**src/rtl/lane_xfer_tx_pkg.sv**
```systemverilog
// Shared vector-unit types for the inter-lane operand network: operand type,
// lane count, transfer entry layout and transmit FSM states.
package pkg_tpu;

    localparam int TPU_NUM_LANES = 16;
    localparam int TPU_DATA_W    = 32;

    typedef logic [TPU_DATA_W-1:0] data_t;

    typedef struct packed {
        data_t                    src1;
        data_t                    src2;
        data_t                    src3;
        logic [TPU_NUM_LANES-1:0] mask;
    } xfer_entry_t;

    typedef enum logic [1:0] {
        IDLE = 2'd0,
        LOAD = 2'd1,
        WAIT = 2'd2
    } xfer_tx_st_t;

endpackage

```
**src/rtl/lane_xfer_fifo.sv**
```systemverilog
// DEPTH-entry synchronous FIFO of transfer entries; head is read combinationally.
// Push while full and pop while empty are ignored.
module lane_xfer_fifo
    import pkg_tpu::*;
#(
    parameter int DEPTH = 4
) (
    input  logic                     clock,
    input  logic                     reset,
    input  logic                     i_push,
    input  logic                     i_pop,
    input  xfer_entry_t              i_din,
    output xfer_entry_t              o_dout,
    output logic                     o_full,
    output logic                     o_empty,
    output logic [$clog2(DEPTH):0]   o_count
);

    localparam int AW = $clog2(DEPTH);

    xfer_entry_t   r_mem [DEPTH];
    logic [AW-1:0] r_wptr;
    logic [AW-1:0] r_rptr;
    logic [AW:0]   r_count;
    logic          w_push;
    logic          w_pop;

    assign o_full  = (r_count == (AW+1)'(DEPTH));
    assign o_empty = (r_count == '0);
    assign o_count = r_count;
    assign o_dout  = r_mem[r_rptr];

    assign w_push = i_push && !o_full;
    assign w_pop  = i_pop && !o_empty;

    always_ff @(posedge clock or negedge reset) begin
        if (!reset) begin
            r_wptr  <= '0;
            r_rptr  <= '0;
            r_count <= '0;
        end else begin
            if (w_push) r_wptr <= r_wptr + 1'b1;
            if (w_pop)  r_rptr <= r_rptr + 1'b1;
            r_count <= r_count + (AW+1)'(w_push) - (AW+1)'(w_pop);
        end
    end

    // Storage needs no reset: contents are only visible through valid pointers.
    always_ff @(posedge clock) begin
        if (w_push) r_mem[r_wptr] <= i_din;
    end

endmodule

```
**src/rtl/lane_xfer_tx.sv**
```systemverilog
// Per-lane transmit stage: buffers operand triples and publishes the head entry
// until every destination lane acks. Optional sticky overflow: LANE_XFER_TX_OVF_EN.
module lane_xfer_tx
    import pkg_tpu::*;
#(
    parameter int LANE_ID   = 0,
    parameter int NUM_LANES = TPU_NUM_LANES,
    parameter int DEPTH     = 4
) (
    input  logic                 clock,
    input  logic                 reset,
    input  logic                 I_Req,
    input  data_t                I_Src_Data1,
    input  data_t                I_Src_Data2,
    input  data_t                I_Src_Data3,
    input  logic [NUM_LANES-1:0] I_Dst_Mask,
    input  logic [NUM_LANES-1:0] I_Ack,
    output logic                 O_Full,
    output logic                 O_Empty,
    output logic                 O_Lane_Valid,
    output data_t                O_Lane_Data_Src1,
    output data_t                O_Lane_Data_Src2,
    output data_t                O_Lane_Data_Src3,
    output logic [NUM_LANES-1:0] O_Pending,
    output logic                 O_Ovf
);

    localparam int CW = $clog2(DEPTH) + 1;

    xfer_tx_st_t          r_state, w_state_nxt;
    logic                 r_valid;
    data_t                r_d1, r_d2, r_d3;
    logic [NUM_LANES-1:0] r_pending;

    logic [NUM_LANES-1:0] w_mask_eff;
    logic [NUM_LANES-1:0] w_pend_nxt;
    logic                 w_push_ok;
    logic                 w_load;
    logic                 w_pop;
    logic                 w_fifo_full;
    logic                 w_fifo_empty;
    logic [CW-1:0]        w_count;
    xfer_entry_t          w_din;
    xfer_entry_t          w_head;

    // A lane never sends to itself, so its own mask bit is dropped on entry.
    assign w_mask_eff = I_Dst_Mask & ~(NUM_LANES'(1) << LANE_ID);
    assign w_push_ok  = I_Req && !w_fifo_full && (w_mask_eff != '0);
    assign w_pend_nxt = r_pending & ~I_Ack;

    assign w_din.src1 = I_Src_Data1;
    assign w_din.src2 = I_Src_Data2;
    assign w_din.src3 = I_Src_Data3;
    assign w_din.mask = TPU_NUM_LANES'(w_mask_eff);

    lane_xfer_fifo #(.DEPTH(DEPTH)) u_fifo (
        .clock   (clock),
        .reset   (reset),
        .i_push  (w_push_ok),
        .i_pop   (w_pop),
        .i_din   (w_din),
        .o_dout  (w_head),
        .o_full  (w_fifo_full),
        .o_empty (w_fifo_empty),
        .o_count (w_count)
    );

    always_ff @(posedge clock or negedge reset) begin
        if (!reset) r_state <= IDLE;
        else        r_state <= w_state_nxt;
    end

    always_comb begin
        w_state_nxt = r_state;
        w_load      = 1'b0;
        w_pop       = 1'b0;
        case (r_state)
            IDLE: if (!w_fifo_empty) w_state_nxt = LOAD;
            LOAD: begin
                w_load      = 1'b1;
                w_state_nxt = WAIT;
            end
            WAIT: if (w_pend_nxt == '0) begin
                w_pop       = 1'b1;
                w_state_nxt = (w_count > CW'(1) || w_push_ok) ? LOAD : IDLE;
            end
            default: w_state_nxt = IDLE;
        endcase
    end

    always_ff @(posedge clock or negedge reset) begin
        if (!reset) begin
            r_valid   <= 1'b0;
            r_d1      <= '0;
            r_d2      <= '0;
            r_d3      <= '0;
            r_pending <= '0;
        end else if (w_load) begin
            r_valid   <= 1'b1;
            r_d1      <= w_head.src1;
            r_d2      <= w_head.src2;
            r_d3      <= w_head.src3;
            r_pending <= NUM_LANES'(w_head.mask);
        end else if (w_pop) begin
            r_valid   <= 1'b0;
            r_d1      <= '0;
            r_d2      <= '0;
            r_d3      <= '0;
            r_pending <= '0;
        end else if (r_state == WAIT) begin
            r_pending <= w_pend_nxt;
        end
    end

    assign O_Full           = w_fifo_full;
    assign O_Empty          = w_fifo_empty && (r_state == IDLE);
    assign O_Lane_Valid     = r_valid;
    assign O_Lane_Data_Src1 = r_d1;
    assign O_Lane_Data_Src2 = r_d2;
    assign O_Lane_Data_Src3 = r_d3;
    assign O_Pending        = r_pending;

`ifdef LANE_XFER_TX_OVF_EN
    logic r_ovf;
    always_ff @(posedge clock or negedge reset) begin
        if (!reset)                r_ovf <= 1'b0;
        else if (I_Req && O_Full)  r_ovf <= 1'b1;
    end
    assign O_Ovf = r_ovf;
`else
    assign O_Ovf = 1'b0;
`endif

endmodule

```
**config.mk**
```make
export PLATFORM = sky130hd
export DESIGN_NAME = lane_xfer_tx
export DESIGN_NICKNAME = d
export VERILOG_FILES = /design/src/rtl/lane_xfer_tx_pkg.sv /design/src/rtl/lane_xfer_fifo.sv /design/src/rtl/lane_xfer_tx.sv
export SDC_FILE = /design/constraint.sdc
export NUM_CORES = 1
export LEC_CHECK = 0
export ABC_CLOCK_PERIOD_IN_PS = 9600
export BUFFER_PORTS_ARGS = -buffer_cell sky130_fd_sc_hd__buf_4
export CAP_MARGIN = 10
export CORE_UTILIZATION = 30
export CTS_BUF_LIST = sky130_fd_sc_hd__clkbuf_8
export CTS_CLUSTER_SIZE = 12
export DETAILED_ROUTE_END_ITERATION = 7
export GPL_TIMING_DRIVEN = 0
export HOLD_SLACK_MARGIN = 0.08
export PLACE_DENSITY = 0.46
export SYNTH_ARGS = -nofsm -noshare
export SYNTH_HDL_FRONTEND = slang
export SYNTH_SLANG_ARGS = --single-unit
```
**constraint.sdc**
```tcl
create_clock -name clock -period 9.6 [get_ports clock]
set_input_delay 0.96 -clock clock [delete_from_list [all_inputs] [get_ports clock]]
set_output_delay 0.96 -clock clock [all_outputs]
set_load 0.01 [all_outputs]
```
# Word-level counts from Yosys, hierarchy flattened
# Memory sizes are Yosys's and may differ from the RTL's.
# Index checks and enable logic that the tools add are counted.
[totals] register_bits=122 n_memories=1 rom_bits=0 latchBits=0 wordCells=55 ram_bits=444
[classes] reduce_logical=15 shifts=0 n_lt_le_gt_ge=1 n_mux=18 bitwise=2 add_sub_neg=4 div=0 n_mul=0 eq_ne=5
[mem_list] memory="u_fifo.r_mem" depth=4 word_bits=111 rd=1 rd_ports_with_merged_regs=0 write_ports=1 line="lane_xfer_fifo.sv:21" rtl="xfer_entry_t r_mem [DEPTH];"
[ops] operator="two-way mux 32 bit" n=4
[ops] operator="two-way mux 16 bit" n=3
[ops] operator="AND 16 bit" n=1
[ops] operator="logical NOT 16 bit" n=1
[ops] operator="NOT 16 bit" n=1
[ops] operator="nonzero test 16 bit" n=1
[ops] operator="two-way mux 1 bit" n=8
[ops] operator="case mux 2 bit (3 select lines)" n=1
[ops] operator="logical AND 1 bit" n=5
[ops] operator="adder 2 x 1 -> 2 bit, second input constant" n=2
[ops] operator="two-way mux 2 bit" n=2
[ops] operator="!= test 2 bit, second input constant" n=2
[ops] operator="adder 3 x 1 -> 3 bit" n=1
[ops] operator="== test 3 bit, second input constant" n=1
[ops] operator="> comparator 3 x 1 -> 1 bit, second input constant" n=1
[ops] operator="logical NOT 3 bit" n=1
[ops] operator="nonzero test 3 bit" n=1
[ops] operator="subtractor 3 x 1 -> 3 bit" n=1
[ops] operator="== test 2 x 1 -> 1 bit, second input constant" n=1
[ops] operator="== test 2 bit, second input constant" n=1
[ops] operator="logical NOT 1 bit" n=2
[ops] operator="logical NOT 2 bit" n=1
[ops] operator="AND reduction 2 bit" n=1
[ops] operator="nonzero test 2 bit" n=1
[ops] operator="logical OR 1 bit" n=1

# Depth between registers and ports, before layout
# Gate-level depths: netlist (run 1).
[depth] word_depth=8 depth_mapped=11

# Modules after synthesis
# A second synthesis (run 1) with hierarchy kept.
[hier_totals] hier_cells=1166 area_unflattened_um2=22077.4
[by_module_without_submodules] mod="lane_xfer_fifo" area_each_um2=16619.7 cells_per_inst=628 instances=1
[by_module_without_submodules] mod="lane_xfer_tx" area_each_um2=5457.7 cells_per_inst=538 instances=1

# Least setup slack after synthesis (run 1)
# OpenSTA, ideal clock, no wires.
[synth_path] kind="input-to-reg" start="input I_Dst_Mask[12]" end="memory u_fifo.r_mem[0][0] in the netlist's numbering (enable)" setup_slack_ns=5.062 setup_time_ns=0.483 arrival_ns=4.055 cell_stages=5 cell_sequence="nor4_1 nand4_1 and3b_1 clkbuf_1 and2_1"
[synth_between] elab_chain_len=5
[synth_lines] element="start, declared" line="lane_xfer_tx.sv:16" rtl="input logic [NUM_LANES-1:0] I_Dst_Mask,"
[synth_lines] element="nonzero test 16 bit" line="lane_xfer_tx.sv:48" rtl="assign w_push_ok = I_Req && !w_fifo_full && (w_mask_eff != '0);"
[synth_lines] element="logical AND 1 bit" line="lane_xfer_tx.sv:48"
[synth_lines] element="logical AND 1 bit" line="lane_xfer_fifo.sv:33" rtl="assign w_push = i_push && !o_full;"
[synth_lines] element="named net u_fifo.w_push" line="lane_xfer_fifo.sv:25" rtl="logic w_push;"
[synth_lines] element="two-way mux 1 bit" line="lane_xfer_fifo.sv:50" rtl="if (w_push) r_mem[r_wptr] <= i_din;"
[synth_lines] element="two-way mux 1 bit (implied by the code)" line="lane_xfer_fifo.sv:50"
[synth_lines] element="end, declared" line="lane_xfer_fifo.sv:21"
# The timed path passes the listed nets, and every way through them passes these cells.

# Worst setup path after layout (run 1)
[layout_path] start="register r_state[1]" end="register r_d1[30], in the netlist O_Lane_Data_Src1[30]"
[layout_between] elab_chain_len=3 word_cells_on_any_way=6 cone_classes="eq/ne (2); mux (3); reduce/logical (1)"
[layout_lines] element="start, declared" line="lane_xfer_tx.sv:30" rtl="xfer_tx_st_t r_state, w_state_nxt;"
[layout_lines] element="start signal, assigned" line="lane_xfer_tx.sv:70" rtl="else r_state <= w_state_nxt;"
[layout_lines] element="== test 2 x 1 -> 1 bit (*)" line="lane_xfer_tx.sv:77" rtl="case (r_state)"
[layout_lines] element="two-way mux 1 bit (*)" line="lane_xfer_tx.sv:77"
[layout_lines] element="named net w_load" line="lane_xfer_tx.sv:38" rtl="logic w_load;"
[layout_lines] element="two-way mux 32 bit / nonzero test 2 bit (equally long branches)"
[layout_lines] element="end signal, assigned" line="lane_xfer_tx.sv:100" rtl="r_d1 <= w_head.src1;"
[layout_lines] element="end, declared" line="lane_xfer_tx.sv:32" rtl="data_t r_d1, r_d2, r_d3;"
# The timed path passes the listed nets; every way through them passes the cells marked *.
# A chain may end at the register's enable or synchronous reset.

==> reports/qor.txt, run 1 <==
Synth Area in Compound Gates = 5.03%
Largest family of logic cells by synthesized area = multiplexers
Mapped Avg Cell Area = 21.8 um^2
Synth-to-Final Area Change = 25.6%
Post-DR vias/cell = 4.55
Grt total ovfl = 0
Post-synthesis cell type count = 35
Die height = 265 um
Fin Hold WS = 0.195 ns
CP max FO = 10
Die area = 70500 um^2
Number of global-route vias before repair = 11800
Outcome = complete, no violations
Slew Viols, Final = 0
CTS tree = yes
Tot Pwr = 8.39 mW
Placer's final routability congestion estimate = 0.758
Fin crit period = 3.11 ns
H-tree depth = 3
Reg2Reg Launch Point = r_state[1]
Row cnt = 96
VDD IR max = 0.129 mV
Fraction of layout cells with a size suffix above 1 = 38.3%
CTS buffer count = 97
Final number of setup-violating endpoints = 0
Dpl cells = 2138
Top_reg_cell synth = edfxtp_1
Pin count of the biggest net entering global routing = 74
Clock buffer depth = 3
Hold Buf Count CTS = 0
Synth top cells by count = edfxtp_1, dfrtp_1, mux4_2
Drt drc = 0
Drt first pass iters = 5
Adder-Cell Fraction of Synth Area = 0.757%
Final #Nets = 1449
Detail Route Antenna Nets = 0
Crit Path Class = reg2reg
Most frequent cell after synthesis = edfxtp_1
P per Cell Area = 321 nW/um^2
Layout Skew = 0.0199 ns
Synth Area in Simple Gates = 1.74%
Sequential fraction of the synthesis area = 78.7%
Worst-Margin Slew = 1.19 ns
Core area = 68600 um^2
DRT iter0 DRCs = 534
Sum Neg Setup Slack = 0 ns
Xor and xnor fraction of the mapped netlist area = 0.168%
Critical path arrival = 3.71 ns
Worst hold path class = in2async
Synth area leaders = edfxtp_1, dfrtp_1, mux4_2
RSZ-0062 raised after global routing = no
Routed WL per cell = 22.1 um
# resized after CTS = 0
Placed cell areas = 24100 um^2
Total GRT Usage = 14.8%
Mapped Cells = 953
Critical path capture point type = register
Via count = 10600
Mux contribution to synthesized area = 12.1%
Final hold violation count = 0
Asr flop ratio synth = 21.6%
Post-route cell area = 26100 um^2
Syn Nets = 1096
Initial antenna violation count = 4
Clk sinks = 566
Biggest area consumer among synthesized cells = edfxtp_1
Die Width = 265 um
Top cell type's share of synthesized area = 64.0%
Final period util = 32.4%
Final Routed Wirelength = 51.4 mm
First-pass GRT wire length = 76.3 mm
Worst setup SP type = register
Root buf cell = clkbuf_8
# IOs = 247
Worst-Skew Late Latency = 0.68 ns
IO Port Bufs = 244
Initial core utilization = 30.4%
R2R cell count = 6
Reg-to-reg slack, setup = 6.49 ns
Fmax = 0.322 GHz
Yosys warnings = 0
Leakage = 9.52 nW
Post-CTS setup buffers = 0
R2R Path End = O_Lane_Data_Src1[30]
Clk slew on worst S/H paths = 0.06 ns
Post-DP HPWL = 31.0 mm
Fin cells = 2322
Max_slew headroom = 20.9%
Mapped Area = 20800 um^2
MaxCap Viol Count = 0
WP data required = 10.20 ns
FF+latch count, synth = 566
Number of flops mapped to enable cells by yosys = 444
[cell usage in the layout (no fill, tap or decap), types with 3 or more instances in the layout]
cell        instances
o21ai_0            16
clkinv_1            8
buf_4             244
nand2b_1           16
buf_16              8
bufinv_16           6
buf_2              12
edfxtp_1          444
and2_4              4
nor3_1              4
a22o_1             96
mux4_2            111
xnor2_1             3
nor4_1              3
nand4_1             5
clkbuf_8          116
a21oi_1            16
ha_1               11
clkinv_2           14
inv_1              46
clkinvlp_4          3
clkbuf_1           33
buf_6               5
dfrtp_1           122
nor2b_1            15
[cell type report]
class / instances / area, um^2
Sequential cell: 566 / 16400
Clock inverter: 67 / 455
Inverter: 13 / 48.8
Multi-Input combinational cell: 321 / 4140
Tap cell: 931 / 1160
Buffer: 53 / 255
Timing Repair Buffer: 254 / 2090
Fill cell: 6404 / 42400
Clock buffer: 116 / 1600
Antenna cell: 1 / 2.50
[per-layer routing]
layer / vias up / GRT usage [%] / share of wire (%)
met5: - / 0 / 0.088
met4: 6 / 4.95 / 2.0
li1: 4662 / - / -
met1: 5539 / 17.8 / 41
met2: 283 / 24.9 / 50
met3: 73 / 4.82 / 7.0
[worst max-delay path by stage]
stage,start,to
2_1_floorplan,I_Dst_Mask[12],u_fifo.r_mem[0][0]
3_3_place_gp,I_Dst_Mask[8],u_fifo.r_mem[1][90]
3_5_place_dp,I_Dst_Mask[5],u_fifo.r_mem[0][91]
4_1_cts,r_state[1],O_Lane_Data_Src3[11]
5_1_grt,r_state[1],O_Lane_Data_Src1[25]
6_report,r_state[1],O_Lane_Data_Src1[30]
[registers in the layout (all words and copies together), names as in the netlist]
| signal | flops |
|---|---|
| u_fifo.r_mem | 444 |
| O_Lane_Data_Src3 | 32 |
| u_fifo.r_wptr | 2 |
| O_Lane_Data_Src1 | 32 |
| O_Lane_Valid | 1 |
| r_state | 2 |
| u_fifo.r_rptr | 2 |
| O_Lane_Data_Src2 | 32 |
| u_fifo.o_count | 3 |
| O_Pending | 16 |
[where the power goes]
group | total (mW) | leakage (nW) | switching (mW) | internal [mW]
registers | 3.55 | 5.57 | 0.230 | 3.32
clock network | 2.26 | 1.18 | 0.994 | 1.26
logic | 2.58 | 2.77 | 1.38 | 1.20
total | 8.39 | 9.52 | 2.60 | 5.79
[stage by stage]
stage          setup WS (ns)  utilization (%)
2_1_floorplan           5.06                -
3_3_place_gp            1.83             34.7
3_5_place_dp            5.99             35.1
4_1_cts                 6.35             38.1
5_1_grt                 6.32             38.1
6_report                6.49             38.1
[worst max-delay path, cell delays in order (launching register included)]
cell      delay, ns
dfrtp_1        0.40
inv_1          0.08
ha_1           0.16
clkbuf_1       0.88
clkbuf_1       0.72
clkbuf_1       0.56
a22o_1         0.22
[cell families (layout without fill, tap and decap cells)]
group                    after synthesis  count (layout)
flip-flops                           566             566
adder cells (fa/ha/maj)               12              12
AO/OA/AOI/OAI                        134             134
XOR/XNOR                               4               4
buffers and inverters                 66             503
multiplexers                         113             113
other                                  1               2
AND/OR/NAND/NOR                       57              57
Power figures use the tool's default switching activity.
==> inputs of run 2 (changes only) <==
--- a/config.mk
+++ b/config.mk
@@ -5,7 +5,7 @@
 export SDC_FILE = /design/constraint.sdc
 export NUM_CORES = 1
 export LEC_CHECK = 0
-export ABC_CLOCK_PERIOD_IN_PS = 9600
+export ABC_CLOCK_PERIOD_IN_PS = 2800
 export BUFFER_PORTS_ARGS = -buffer_cell sky130_fd_sc_hd__buf_4
 export CAP_MARGIN = 10
 export CORE_UTILIZATION = 30
@@ -14,7 +14,7 @@
 export DETAILED_ROUTE_END_ITERATION = 7
 export GPL_TIMING_DRIVEN = 0
 export HOLD_SLACK_MARGIN = 0.08
-export PLACE_DENSITY = 0.46
+export PLACE_DENSITY = 0.47
 export SYNTH_ARGS = -nofsm -noshare
 export SYNTH_HDL_FRONTEND = slang
 export SYNTH_SLANG_ARGS = --single-unit
==> constraint.sdc (replaced) <==
create_clock -name clock -period 2.8 [get_ports clock]
set_input_delay 0.28 -clock clock [delete_from_list [all_inputs] [get_ports clock]]
set_output_delay 0.28 -clock clock [all_outputs]
set_load 0.01 [all_outputs]
==> run 2 against run 1 <==
- final area is 4.4% higher
- clock power grew to 3.2 times the previous value
- fmax is 19% higher
- combinational power grew to 3.5 times the previous value
- critical path type unchanged
- largest power group unchanged
==> reports/qor.txt, run 2 (same netlist as run 1, synthesis figures left out) <==
Grt total ovfl = 0 (unchanged)
Max FFs per register = 444 (unchanged)
Met3 WL = 2.98 mm (was 3.60 mm)
Most used cell, CP = buf_2 (was clkbuf_1)
Power share of the combinational group = 31.8% (was 30.7%)
Slew Viols, Final = 0 (unchanged)
Buf+Inv Stages, Crit Path = 3 (was 4)
Final #Nets = 1576 (was 1449)
Layout Skew = 0.0202 ns (was 0.0199 ns)
P per Cell Area = 1040 nW/um^2 (was 321 nW/um^2)
Max_slew headroom = 38.3% (was 20.9%)
Clock buffer depth = 3 (unchanged)
Wire length on met2 = 25.4 mm (was 25.8 mm)
Post-DP HPWL = 30.6 mm (was 31.0 mm)
Worst-Skew Late Latency = 0.66 ns (was 0.68 ns)
Power Internal = 19.6 mW (was 5.79 mW)
Drt first pass iters = 5 (unchanged)
Drt drc = 0 (unchanged)
Final number of setup-violating endpoints = 0 (unchanged)
Total GRT Usage = 14.7% (was 14.8%)
Placed cell areas = 24100 um^2 (about the same)
Placer's final routability congestion estimate = 0.728 (was 0.758)
Root buf cell = clkbuf_8 (unchanged)
Slowest stage delay, CP = 0.57 ns (was 0.88 ns)
CTS buffer count = 95 (was 97)
Post-route cell area = 27300 um^2 (was 26100 um^2)
IO Port Bufs = 244 (unchanged)
Sw Ratio = 31.0% (about the same)
Leakage = 10.0 nW (was 9.52 nW)
Sum Neg Setup Slack = 0 ns (unchanged)
Most common cell after layout, fill and taps aside = edfxtp_1 (unchanged)
Synth-to-Final Area Change = 31.1% (was 25.6%)
CP delay by family, top = buffers and inverters (unchanged)
RSZ-0062 raised after global routing = no (unchanged)
Fin crit period = 2.61 ns (was 3.11 ns)
Number of global-route vias before repair = 12200 (was 11800)
Initial core utilization = 30.4% (unchanged)
DRT iter0 DRCs = 565 (was 534)
Fmax = 0.383 GHz (was 0.322 GHz)
Die height = 265 um (unchanged)
Row cnt = 96 (unchanged)
Fraction of layout cells with a size suffix above 1 = 34.6% (was 38.3%)
Sw power = 8.80 mW (was 2.60 mW)
Seq pwr share = 43.0% (was 42.4%)
Critical path capture point type = register (unchanged)
Clk pwr share = 25.3% (was 26.9%)
# IOs = 247 (unchanged)
Most frequent cells in the layout = edfxtp_1, buf_4, dlygate4sd3_1 (was edfxtp_1, buf_4, dfrtp_1)
Detail Route Antenna Nets = 0 (unchanged)
MaxCap Viol Count = 0 (unchanged)
Final hold violation count = 0 (unchanged)
Critical path arrival = 3.14 ns (was 3.71 ns)
Outcome = complete, no violations (unchanged)
Worst-Margin Slew = 0.926 ns (was 1.19 ns)
Die Width = 265 um (unchanged)
VDD IR max = 0.479 mV (was 0.129 mV)
Initial antenna violation count = 2 (was 4)
H-tree depth = 3 (unchanged)
First-pass GRT wire length = 76.3 mm (about the same)
Clk slew on worst S/H paths = 0.06 ns (about the same)
Post-Route M1 WL = 21.8 mm (was 21.0 mm)
Final core occ = 39.8% (was 38.1%)
Core area = 68600 um^2 (unchanged)
Via count = 11100 (was 10600)
CP max FO = 10 (unchanged)
Die area = 70500 um^2 (unchanged)
Crit Path Class = reg2reg (unchanged)
Pin count of the biggest net entering global routing = 80 (was 74)
Clk sinks = 566 (unchanged)
Worst setup SP type = register (unchanged)
Top Metal Used = met5 (unchanged)
CP max stage cell = mux4_2 (was clkbuf_1)
CTS tree = yes (unchanged)
WP data required = 3.33 ns (was 10.20 ns)
Most flops, register = u_fifo.r_mem (unchanged)
Final Routed Wirelength = 51.4 mm (about the same)
Post-DR vias/cell = 4.53 (was 4.55)
Final period util = 93.2% (was 32.4%)
CP Cell Sequence = clkbuf_1, buf_2, buf_2, mux4_2, a22o_1 (was inv_1, ha_1, clkbuf_1, clkbuf_1, clkbuf_1, a22o_1)
Routed WL per cell = 21.0 um (was 22.1 um)
Worst hold path class = in2async (unchanged)
## run 2: cell types whose count changed in the layout (fill, tap and decap cells not counted), sizes merged
| cell | delta |
|---|---|
| buf | +1 |
| bufinv | -4 |
| clkinv | -13 |
| clkinvlp | -1 |
| diode | +1 |
| dlygate4sd3 | +128 |
| inv | +11 |
## run 2: worst paths after layout
kind	start	to	slack (ns)	cells after the start
max in group asynchronous	reset	O_Lane_Data_Src1[15]	1.85	3
min in group clock	I_Req	u_fifo.r_wptr[0]	0.22	4
min	reset	O_Lane_Data_Src3[23]	0.13	2
max reg2reg	u_fifo.r_rptr[0]	O_Lane_Data_Src1[22]	0.19	5
min reg2reg	O_Lane_Data_Src1[27]	O_Lane_Data_Src1[27]	0.50	1
max	u_fifo.r_rptr[0]	O_Lane_Data_Src1[22]	0.19	5
## run 2: worst reg2reg max path: stages (launching register included)
cell and delay [ns]:
dfrtp_1 0.32, clkbuf_1 0.34, buf_2 0.54, buf_2 0.52, mux4_2 0.58, a22o_1 0.19
## run 2: metrics by stage
stage	setup slack (ns)	hold WS (ns)	std cells	power [mW]
after floorplan	-0.0352	-0.0156	953	17.4
after global placement	-1.70	0.471	2128	21.3
after detailed placement	-0.456	0.227	2138	21.5
after CTS	0.0110	0.0819	2442	29.0
after global routing	0.00876	0.127	2443	30.0
final	0.190	0.133	2445	28.4
## run 2: power groups by stage
stage	Sequential (mW)	Combinational (mW)	Clock [mW]
CTS	12.2	9.33	7.44
global route	12.4	9.80	7.79
detailed placement	12.3	9.15	0
finish	12.2	9.01	7.17
floorplan	12.6	4.88	0
global placement	12.5	8.86	0
## run 2: cell type report
type	instances	area (um^2)
fillers	6244	41300
diodes	2	5.00
clock inverters	60	305
inverters	13	48.8
clock buffers	116	1600
flip-flops and latches	566	16400
well taps	931	1160
multi-input cells	321	4150
plain buffers	53	259
repair buffers	383	3390
## run 2: routing by layer
metal | vias up | GRT usage, %
li1 | 4917 | -
met1 | 5779 | 18.4
met2 | 296 | 24.8
met3 | 74 | 3.57
met4 | 2 | 5.20
met5 | - | 0
## run 2: what timing repair did
| action | 4_1_cts | 5_1_grt |
|---|---|---|
| buffers inserted | 0 | 1 |
| gates resized for setup | 4 | 1 |
| hold buffers | 128 | 0 |
| pin swaps | 1 | 1 |
| setup endpoints to repair | 153 | 3 |
| hold endpoints to repair | 582 | 0 |
